`config.mk`:
```
export PLATFORM = sky130hd
export DESIGN_NAME = mem_port_arbiter
export DESIGN_NICKNAME = d
export VERILOG_FILES = /design/src/rtl/mem_port_arbiter.sv
export SDC_FILE = /design/constraint.sdc
export NUM_CORES = 1
export LEC_CHECK = 0
export CORE_MARGIN = 3
export CORE_UTILIZATION = 38
export CTS_CLUSTER_SIZE = 25
export DETAILED_ROUTE_END_ITERATION = 6
export MAX_ROUTING_LAYER = met4
export PLACE_DENSITY = 0.76
export SLEW_MARGIN = 20
export SYNTH_ARGS = -nofsm -noshare
export SYNTH_HDL_FRONTEND = slang
export SYNTH_SLANG_ARGS = --single-unit
export TNS_END_PERCENT = 50
```
`constraint.sdc`:
```
create_clock -name clk -period 1.8 [get_ports clk]
set_clock_uncertainty 0.1 [all_clocks]
set_input_delay 0.36 -clock clk [delete_from_list [all_inputs] [get_ports clk]]
set_output_delay 0.36 -clock clk [all_outputs]
set_load 0.03 [all_outputs]
```
`src/rtl/mem_port_arbiter.sv`:
```
// rtl/mem_port_arbiter.sv - IF/DM arbiter for one single-ported unified memory
// Grants one transaction at a time; watchdog aborts hung cycles and sets a sticky bus_err.
module mem_port_arbiter #(
  parameter int AW         = 32,
  parameter int DW         = 32,
  parameter int TIMEOUT    = 16,
  parameter int STARVE_MAX = 4
) (
  input  logic          clk,
  input  logic          reset_n,
  input  logic          if_req,
  input  logic [AW-1:0] if_addr,
  output logic          if_done,
  output logic [DW-1:0] if_rdata,
  input  logic          dm_req,
  input  logic          dm_we,
  input  logic [AW-1:0] dm_addr,
  input  logic [DW-1:0] dm_wdata,
  output logic          dm_done,
  output logic [DW-1:0] dm_rdata,
  output logic          stall_if,
  output logic          stall_dm,
  output logic          mem_req,
  output logic          mem_we,
  output logic [AW-1:0] mem_addr,
  output logic [DW-1:0] mem_wdata,
  input  logic          mem_ack,
  input  logic [DW-1:0] mem_rdata,
  output logic          bus_err
);

  localparam int TW = $clog2(TIMEOUT);
  localparam int SW = $clog2(STARVE_MAX + 1);

  typedef enum logic [1:0] {IDLE, BUSY_IF, BUSY_DM} state_t;

  state_t        state_q, state_d;
  logic [TW-1:0] tmo_q, tmo_d;
  logic [SW-1:0] starve_q, starve_d;
  logic          mem_req_q, mem_req_d;
  logic          mem_we_q, mem_we_d;
  logic [AW-1:0] mem_addr_q, mem_addr_d;
  logic [DW-1:0] mem_wdata_q, mem_wdata_d;
  logic          if_done_q, if_done_d;
  logic          dm_done_q, dm_done_d;
  logic [DW-1:0] if_rdata_q, if_rdata_d;
  logic [DW-1:0] dm_rdata_q, dm_rdata_d;
  logic          bus_err_q, bus_err_d;

  logic elig_if, elig_dm, force_if, grant_if, grant_dm;
  logic busy, timeout, finish;

  // Masking with done keeps a requester from being re-granted in its own done cycle.
  assign elig_if  = if_req & ~if_done_q;
  assign elig_dm  = dm_req & ~dm_done_q;
  assign force_if = (starve_q == SW'(STARVE_MAX)) & elig_if;
  assign grant_dm = (state_q == IDLE) & elig_dm & ~force_if;
  assign grant_if = (state_q == IDLE) & elig_if & ~grant_dm;
  assign busy     = (state_q != IDLE);
  assign timeout  = busy & ~mem_ack & (tmo_q == TW'(TIMEOUT - 1));
  assign finish   = busy & (mem_ack | timeout);

  always_ff @(posedge clk or negedge reset_n) begin
    if (!reset_n) begin
      state_q     <= IDLE;
      tmo_q       <= '0;
      starve_q    <= '0;
      mem_req_q   <= 1'b0;
      mem_we_q    <= 1'b0;
      mem_addr_q  <= '0;
      mem_wdata_q <= '0;
      if_done_q   <= 1'b0;
      dm_done_q   <= 1'b0;
      if_rdata_q  <= '0;
      dm_rdata_q  <= '0;
      bus_err_q   <= 1'b0;
    end else begin
      state_q     <= state_d;
      tmo_q       <= tmo_d;
      starve_q    <= starve_d;
      mem_req_q   <= mem_req_d;
      mem_we_q    <= mem_we_d;
      mem_addr_q  <= mem_addr_d;
      mem_wdata_q <= mem_wdata_d;
      if_done_q   <= if_done_d;
      dm_done_q   <= dm_done_d;
      if_rdata_q  <= if_rdata_d;
      dm_rdata_q  <= dm_rdata_d;
      bus_err_q   <= bus_err_d;
    end
  end

  always_comb begin
    state_d = state_q;
    case (state_q)
      IDLE: begin
        if (grant_dm)      state_d = BUSY_DM;
        else if (grant_if) state_d = BUSY_IF;
      end
      BUSY_IF, BUSY_DM: begin
        if (finish) state_d = IDLE;
      end
      default: state_d = IDLE;
    endcase
  end

  always_comb begin
    mem_req_d   = mem_req_q;
    mem_we_d    = mem_we_q;
    mem_addr_d  = mem_addr_q;
    mem_wdata_d = mem_wdata_q;
    tmo_d       = tmo_q;
    starve_d    = starve_q;
    if_rdata_d  = if_rdata_q;
    dm_rdata_d  = dm_rdata_q;
    if_done_d   = (state_q == BUSY_IF) & finish;
    dm_done_d   = (state_q == BUSY_DM) & finish;
    bus_err_d   = bus_err_q | timeout;

    if (grant_dm) begin
      mem_req_d   = 1'b1;
      mem_we_d    = dm_we;
      mem_addr_d  = dm_addr;
      mem_wdata_d = dm_wdata;
      tmo_d       = '0;
      if (!elig_if)                            starve_d = '0;
      else if (starve_q != SW'(STARVE_MAX))    starve_d = starve_q + 1'b1;
    end else if (grant_if) begin
      mem_req_d  = 1'b1;
      mem_we_d   = 1'b0;
      mem_addr_d = if_addr;
      tmo_d      = '0;
      starve_d   = '0;
    end else if (finish) begin
      mem_req_d = 1'b0;
    end else if (busy) begin
      tmo_d = tmo_q + 1'b1;
    end

    // A store or an aborted cycle returns zero data.
    if (state_q == BUSY_IF && finish)
      if_rdata_d = mem_ack ? mem_rdata : '0;
    if (state_q == BUSY_DM && finish)
      dm_rdata_d = (mem_ack && !mem_we_q) ? mem_rdata : '0;
  end

  always_comb begin
    mem_req   = mem_req_q;
    mem_we    = mem_we_q;
    mem_addr  = mem_addr_q;
    mem_wdata = mem_wdata_q;
    if_done   = if_done_q;
    dm_done   = dm_done_q;
    if_rdata  = if_rdata_q;
    dm_rdata  = dm_rdata_q;
    bus_err   = bus_err_q;
    stall_if  = if_req & ~if_done_q;
    stall_dm  = dm_req & ~dm_done_q;
  end

endmodule

```
==> results.yml, run 1 <==
outcome:
  status: "finished, final reports clean"
synthesis:
  ys_types: 44
  synthesis.instances: 478
  synth_ff_type: "dfrtp_1"
  syn-cell-area_um2: 6142
  ys_seq_elements: 142
  synth-async-reset-ratio_pct: 100.0
  synth_edf_count: 0
  synth_nets: 618
  yosysSeqAreaShare_pct: 57.85
  synth_warnings: 0
  avgSynthCellArea_um2: 12.85
placement:
  dp_hpwl_mm: 13.67
  dp_cells: 952
  gp_congestion: 0.8135
  portBuffers: 268
  dpl-instance-area_um2: 9336
setup_path:
  rr_endpoint: "mem_wdata[29]"
  worst_ep_required_time_ns: 1.99
  r2r_setup_slack_ns: 0.01
  crit_path_start: "starve_q[0]"
  path_max_fanout: 12
  endpoint: "mem_wdata[29]"
  start_kind: "register"
  end_kind: "register"
  ff2ff_path_depth: 6
  path_class: "reg2reg"
  arrival_ns: 1.98
  r2r-start: "starve_q[0]"
drt:
  vias: 5447
  detail_route.wl_per_cell_um: 20.14
  avgViaCountPerCell: 5.458
  drtIter0Drc: 334
  routed_wl_mm: 20.10
  drtPass1Iterations: 5
  ant_nets: 0
  drc: 0
global_route:
  use_met3_pct: 6.382
  antenna_found_initial: 1
  met2_usage_pct: 35.89
  grt_pass1_vias: 5647
  use_met1_pct: 26.82
  grt_pass1_wl_mm: 30.62
  grtUsageTotal_pct: 22.19
  grt_overflow: 0
  grt_max_degree: 59
  grt_most_used_layer: "met2"
layout:
  drive_above_1_share_pct: 18.83
  most-common-layout-cells: "dfrtp_1, dlygate4sd2_1, clkdlybuf4s50_1"
  final_cell_area_um2: 10020
  fin_nets: 913
  fillers: 1197
  fin_cells: 998
  final_common_cell: "dfrtp_1"
  syn_to_final_growth_pct: 63.21
clock_tree:
  clockRootBuffer: "clkbuf_16"
  htree_num_levels: 4
  clock-sinks: 142
  tritoncts: "done"
  clk_latency_ns: 0.41
  cts_buffers: 17
  clockBufferDepth: 2
  clkTransAtPathRegs_ns: 0.06
die:
  fp.dieW_um: 133.1
  coreArea_um2: 15480
  row_count: 45
  start_util_pct: 39.67
  die_area_um2: 17720
  num_io_pins: 269
  die_height_um: 133.1
pwr:
  p_switching_mw: 7.523
  powerDensity_nw_per_um2: 1772
  power.total_mw: 17.76
  p_seq_share_pct: 30.7
  p_leak_nw: 4.641
  swShare_pct: 42.35
  power_frac_clock_pct: 18.6
  power_frac_comb_pct: 50.7
  vdd_ir_drop_max_mv: 0.9275
  power.internal_mw: 10.24
min_path:
  hold_path.class: "in2async"
sta:
  hold_violations: 0
  fmax_ghz: 0.5592
  finalCritPeriodShare_pct: 99.35
  worst_hold_slack_ns: 0.2522
  slew_headroom_pct: 67.96
  rsz0062_at_grt: "yes"
  tightest_slew_ns: 0.4684
  setup_violations: 0
  drv_slew: 0
  period_minus_slack_ns: 1.788
flow_run:
  drv_cap: 0
==> cell families after synthesis <==
logic type | share of synthesized area [%]
AO/OA/AOI/OAI | 20.27
flip-flops | 57.85
buffers and inverters | 6.906
AND/OR/NAND/NOR | 5.867
multiplexers | 7.741
adder cells (fa/ha/maj) | 1.222
XOR/XNOR | 0.1426
==> worst min path at each step <==
stage            start           end  slack (ns)  cells after the start
6_report       reset_n   mem_addr[6]        0.25                      2
5_1_grt        reset_n   mem_addr[7]        0.25                      2
4_1_cts        reset_n   mem_addr[3]        0.23                      2
3_5_place_dp   reset_n   mem_addr[3]        0.11                      1
3_3_place_gp   reset_n  mem_addr[10]        0.11                      1
2_1_floorplan  reset_n       bus_err       -0.04                      0
==> synth_stat cells (2+ instances only) <==
| library cell | count | area share [%] |
|---|---|---|
| and3_1 | 2 | 0.20 |
| inv_1 | 41 | 2.5 |
| buf_4 | 4 | 0.49 |
| o32ai_1 | 2 | 0.29 |
| ha_1 | 6 | 1.2 |
| a211oi_1 | 32 | 3.9 |
| buf_8 | 3 | 0.73 |
| nor4_1 | 32 | 3.3 |
| nand3_1 | 2 | 0.16 |
| nor2_1 | 3 | 0.18 |
| o21ai_0 | 3 | 0.24 |
| a22o_1 | 65 | 9.3 |
| inv_2 | 3 | 0.18 |
| dfrtp_1 | 142 | 58 |
| buf_2 | 24 | 2.0 |
| a21o_1 | 2 | 0.24 |
| nand2_1 | 4 | 0.24 |
| nand4_1 | 3 | 0.31 |
| a21oi_1 | 4 | 0.33 |
| o211ai_1 | 2 | 0.24 |
| a2111oi_0 | 32 | 4.6 |
| mux2_2 | 4 | 0.73 |
| mux2_4 | 28 | 6.8 |
| o21ai_4 | 2 | 0.53 |
| clkbuf_1 | 14 | 0.86 |
==> stage by stage <==
stage	TNS, ns	util (%)	setup slack [ns]
finish	0	64.74	0.01173
global route	-0.6241	64.74	-0.04846
CTS	-0.0004078	63.25	-0.0004078
detailed placement	-18.37	60.30	-0.2410
global placement	-14.13	60.30	-0.1623
floorplan	0	-	0.01714
==> sequential cells by signal, indices dropped and copies added (netlist names), 2 cells and up <==
signal	count
tmo_q	4
dm_rdata	32
mem_addr	32
starve_q	3
mem_wdata	32
state_q	2
if_rdata	32
==> power groups by stage <==
stage | clock network (mW) | registers (mW) | logic, mW
after floorplan | 0 | 8.15 | 2.75
after global placement | 0 | 5.47 | 9.50
after CTS | 3.36 | 5.45 | 8.83
after global routing | 3.53 | 5.63 | 9.46
after detailed placement | 0 | 5.51 | 9.73
final | 3.31 | 5.45 | 9.00
==> routing by layer <==
layer | part of all wire (%) | routed length [um]
met5 | 0 | 0
met2 | 50 | 10000
met4 | 2.4 | 491
met1 | 41 | 8150
met3 | 7.2 | 1455
==> layout make-up <==
cell class,count,area (um2),share of cell area [%]
Tap cell,211,264.0,2.634
Clock inverter,13,113.9,1.136
Inverter,44,170.2,1.697
Timing Repair Buffer,322,3204,31.96
Clock buffer,19,442.9,4.418
Multi-Input combinational cell,246,2273,22.68
Antenna cell,1,2.502,0.02496
Sequential cell,142,3553,35.45
==> critical path, stage by stage, from the launching register on <==
cell       delay [ns]
dfrtp_1          0.40
inv_2            0.09
ha_4             0.14
nand2_2          0.10
o21ai_4          0.29
clkbuf_16        0.25
mux2_4           0.30
==> repair_timing <==
item / CTS / global route
endpoints found under the setup margin: 172 / 78
setup buffers: 3 / 5
gates cloned: 0 / 5
hold buffers: 1 / 0
hold endpoints to repair: 111 / 0
resized for setup: 149 / 30
pin swaps: 0 / 3
(Power assumes the default switching activity.)
==> run 2, diff against run 1 <==
CORE_UTILIZATION = 39   (was 38)
CTS_BUF_LIST = sky130_fd_sc_hd__clkbuf_4   (was unset)
PLACE_DENSITY = 0.78   (was 0.76)
==> results.yml, run 2 (same netlist as run 1, synthesis figures left out) <==
sta:
  tightest_slew_ns: 0.4492
  period_minus_slack_ns: 1.869
  setup_violations: 2
  rsz0062_at_grt: "yes"
  setup_ws_ns: -0.06922
  slew_headroom_pct: 69.98
  tns_ns: -0.1028
  finalCritPeriodShare_pct: 103.8
  drv_slew: 0
  hold_violations: 0
  fmax_ghz: 0.5350
clock_tree:
  htree_num_levels: 4
  clock-sinks: 142
  clk_latency_ns: 0.54
  tritoncts: "done"
  clockRootBuffer: "clkbuf_4"
  cts_buffers: 17
  clockBufferDepth: 2
  clkTransAtPathRegs_ns: 0.14
setup_path:
  start_kind: "register"
  crit_path_start: "if_done"
  r2r-start: "state_q[1]"
  worst_ep_required_time_ns: 1.34
  path_max_fanout: 3
  path_class: "reg2out"
  end_kind: "primary output"
  arrival_ns: 1.41
layout:
  drive_above_1_share_pct: 36.49
  final_common_cell: "dfrtp_1"
  final_cell_area_um2: 10100
  most-common-layout-cells: "dfrtp_1, clkdlybuf4s50_1, clkdlybuf4s15_2"
  register_area_um2: 3553
  fillers: 1104
  multi_input_area_um2: 2306
  fin_nets: 919
  antenna_cells: 0
  syn_to_final_growth_pct: 64.45
  final_core_util_pct: 65.96
global_route:
  grt_pass1_vias: 5473
  grt_pass1_wl_mm: 30.11
  grt_max_degree: 62
  grtUsageTotal_pct: 22.19
  grt_overflow: 0
  antenna_found_initial: 0
flow_run:
  drv_cap: 0
outcome:
  violations: "negative setup slack"
  status: "complete, but fails checks"
die:
  row_count: 45
  num_io_pins: 269
  start_util_pct: 40.11
  die_area_um2: 17290
  coreArea_um2: 15310
  fp.dieW_um: 131.5
  die_height_um: 131.5
min_path:
  hold_path.class: "in2async"
placement:
  gp_congestion: 0.8569
  dpl-instance-area_um2: 9304
  portBuffers: 268
  dp_hpwl_mm: 13.70
drt:
  vias: 5356
  avgViaCountPerCell: 5.340
  detail_route.wl_per_cell_um: 19.75
  wl_met3_mm: 1.345
  ant_nets: 0
  drc: 0
  met1_length_mm: 8.114
  drtIter0Drc: 308
  routed_wl_mm: 19.81
  routed.top_layer: "met4"
  wl_met2_mm: 10.02
  drtPass1Iterations: 4
pwr:
  p_leak_nw: 4.397
  powerDensity_nw_per_um2: 1695
  vdd_ir_drop_max_mv: 1.083
## run 2: changes by cell type in the layout (fill, tap and decap cells not counted), moves of 3 or more
cell	previous run	this run
a2111oi_0	17	20
a2111oi_1	11	4
a2111oi_2	4	8
buf_4	33	37
buf_6	2	7
clkbuf_16	22	5
clkbuf_2	1	4
clkbuf_4	0	18
clkdlybuf4s15_2	1	126
clkinv_2	4	1
clkinv_4	0	4
clkinvlp_4	5	2
dlygate4sd2_1	132	0
## run 2: area by class of cell
class,count,share of cell area (%)
flip-flops and latches,142,35.18
repair buffers,328,35.07
multi-input cells,246,22.83
well taps,211,2.614
inverters,44,1.660
clock buffers,18,1.338
clock inverters,14,1.313
## run 2: power by group
| group | internal, mW | leakage, nW | switching (mW) |
|---|---|---|---|
| Sequential | 4.61 | 1.73 | 0.897 |
| Combinational | 4.30 | 2.53 | 5.37 |
| Clock | 0.722 | 0.142 | 1.23 |
| Total | 9.63 | 4.40 | 7.50 |
## run 2: worst max-delay path, stage by stage (launching register included)
cell	delay (ns)
dfrtp_1	0.42
nand2b_4	0.15
buf_6	0.12
inv_4	0.06
buf_12	0.11
## run 2: metal layers
| metal | track usage [%] | vias to the layer above |
|---|---|---|
| li1 | - | 2436 |
| met1 | 26.87 | 2668 |
| met2 | 35.96 | 228 |
| met3 | 6.662 | 24 |
| met4 | 6.826 | 0 |
| met5 | - | - |
## run 2: metrics by stage
stage	worst slack, ns	hold slack (ns)	cells	total power [mW]
5_1_grt	-0.1683	0.09688	1003	17.94
2_1_floorplan	0.01714	-0.03559	478	10.89
3_5_place_dp	-0.2323	0.1331	951	15.21
4_1_cts	-0.1126	0.07155	991	16.85
3_3_place_gp	-0.1969	0.1276	951	14.95
6_report	-0.06922	0.1334	1003	17.12
## run 2: timing repair
item,in CTS,in global routing
setup endpoints to repair,145,125
endpoints found under the hold margin,142,0
pin swaps,1,5
buffers inserted,7,8
gates cloned,0,5
hold buffers,1,0
gates resized for setup,409,41
## run 2: worst paths after layout
check | to | slack, ns | cells after the start
min | mem_addr[18] | 0.13 | 2
min reg2reg | bus_err | 0.39 | 1
min in group clk | mem_wdata[19] | 0.31 | 2
max reg2reg | mem_wdata[17] | 0.02 | 7
max in group asynchronous | dm_rdata[23] | 0.81 | 3
max | stall_if | -0.07 | 4
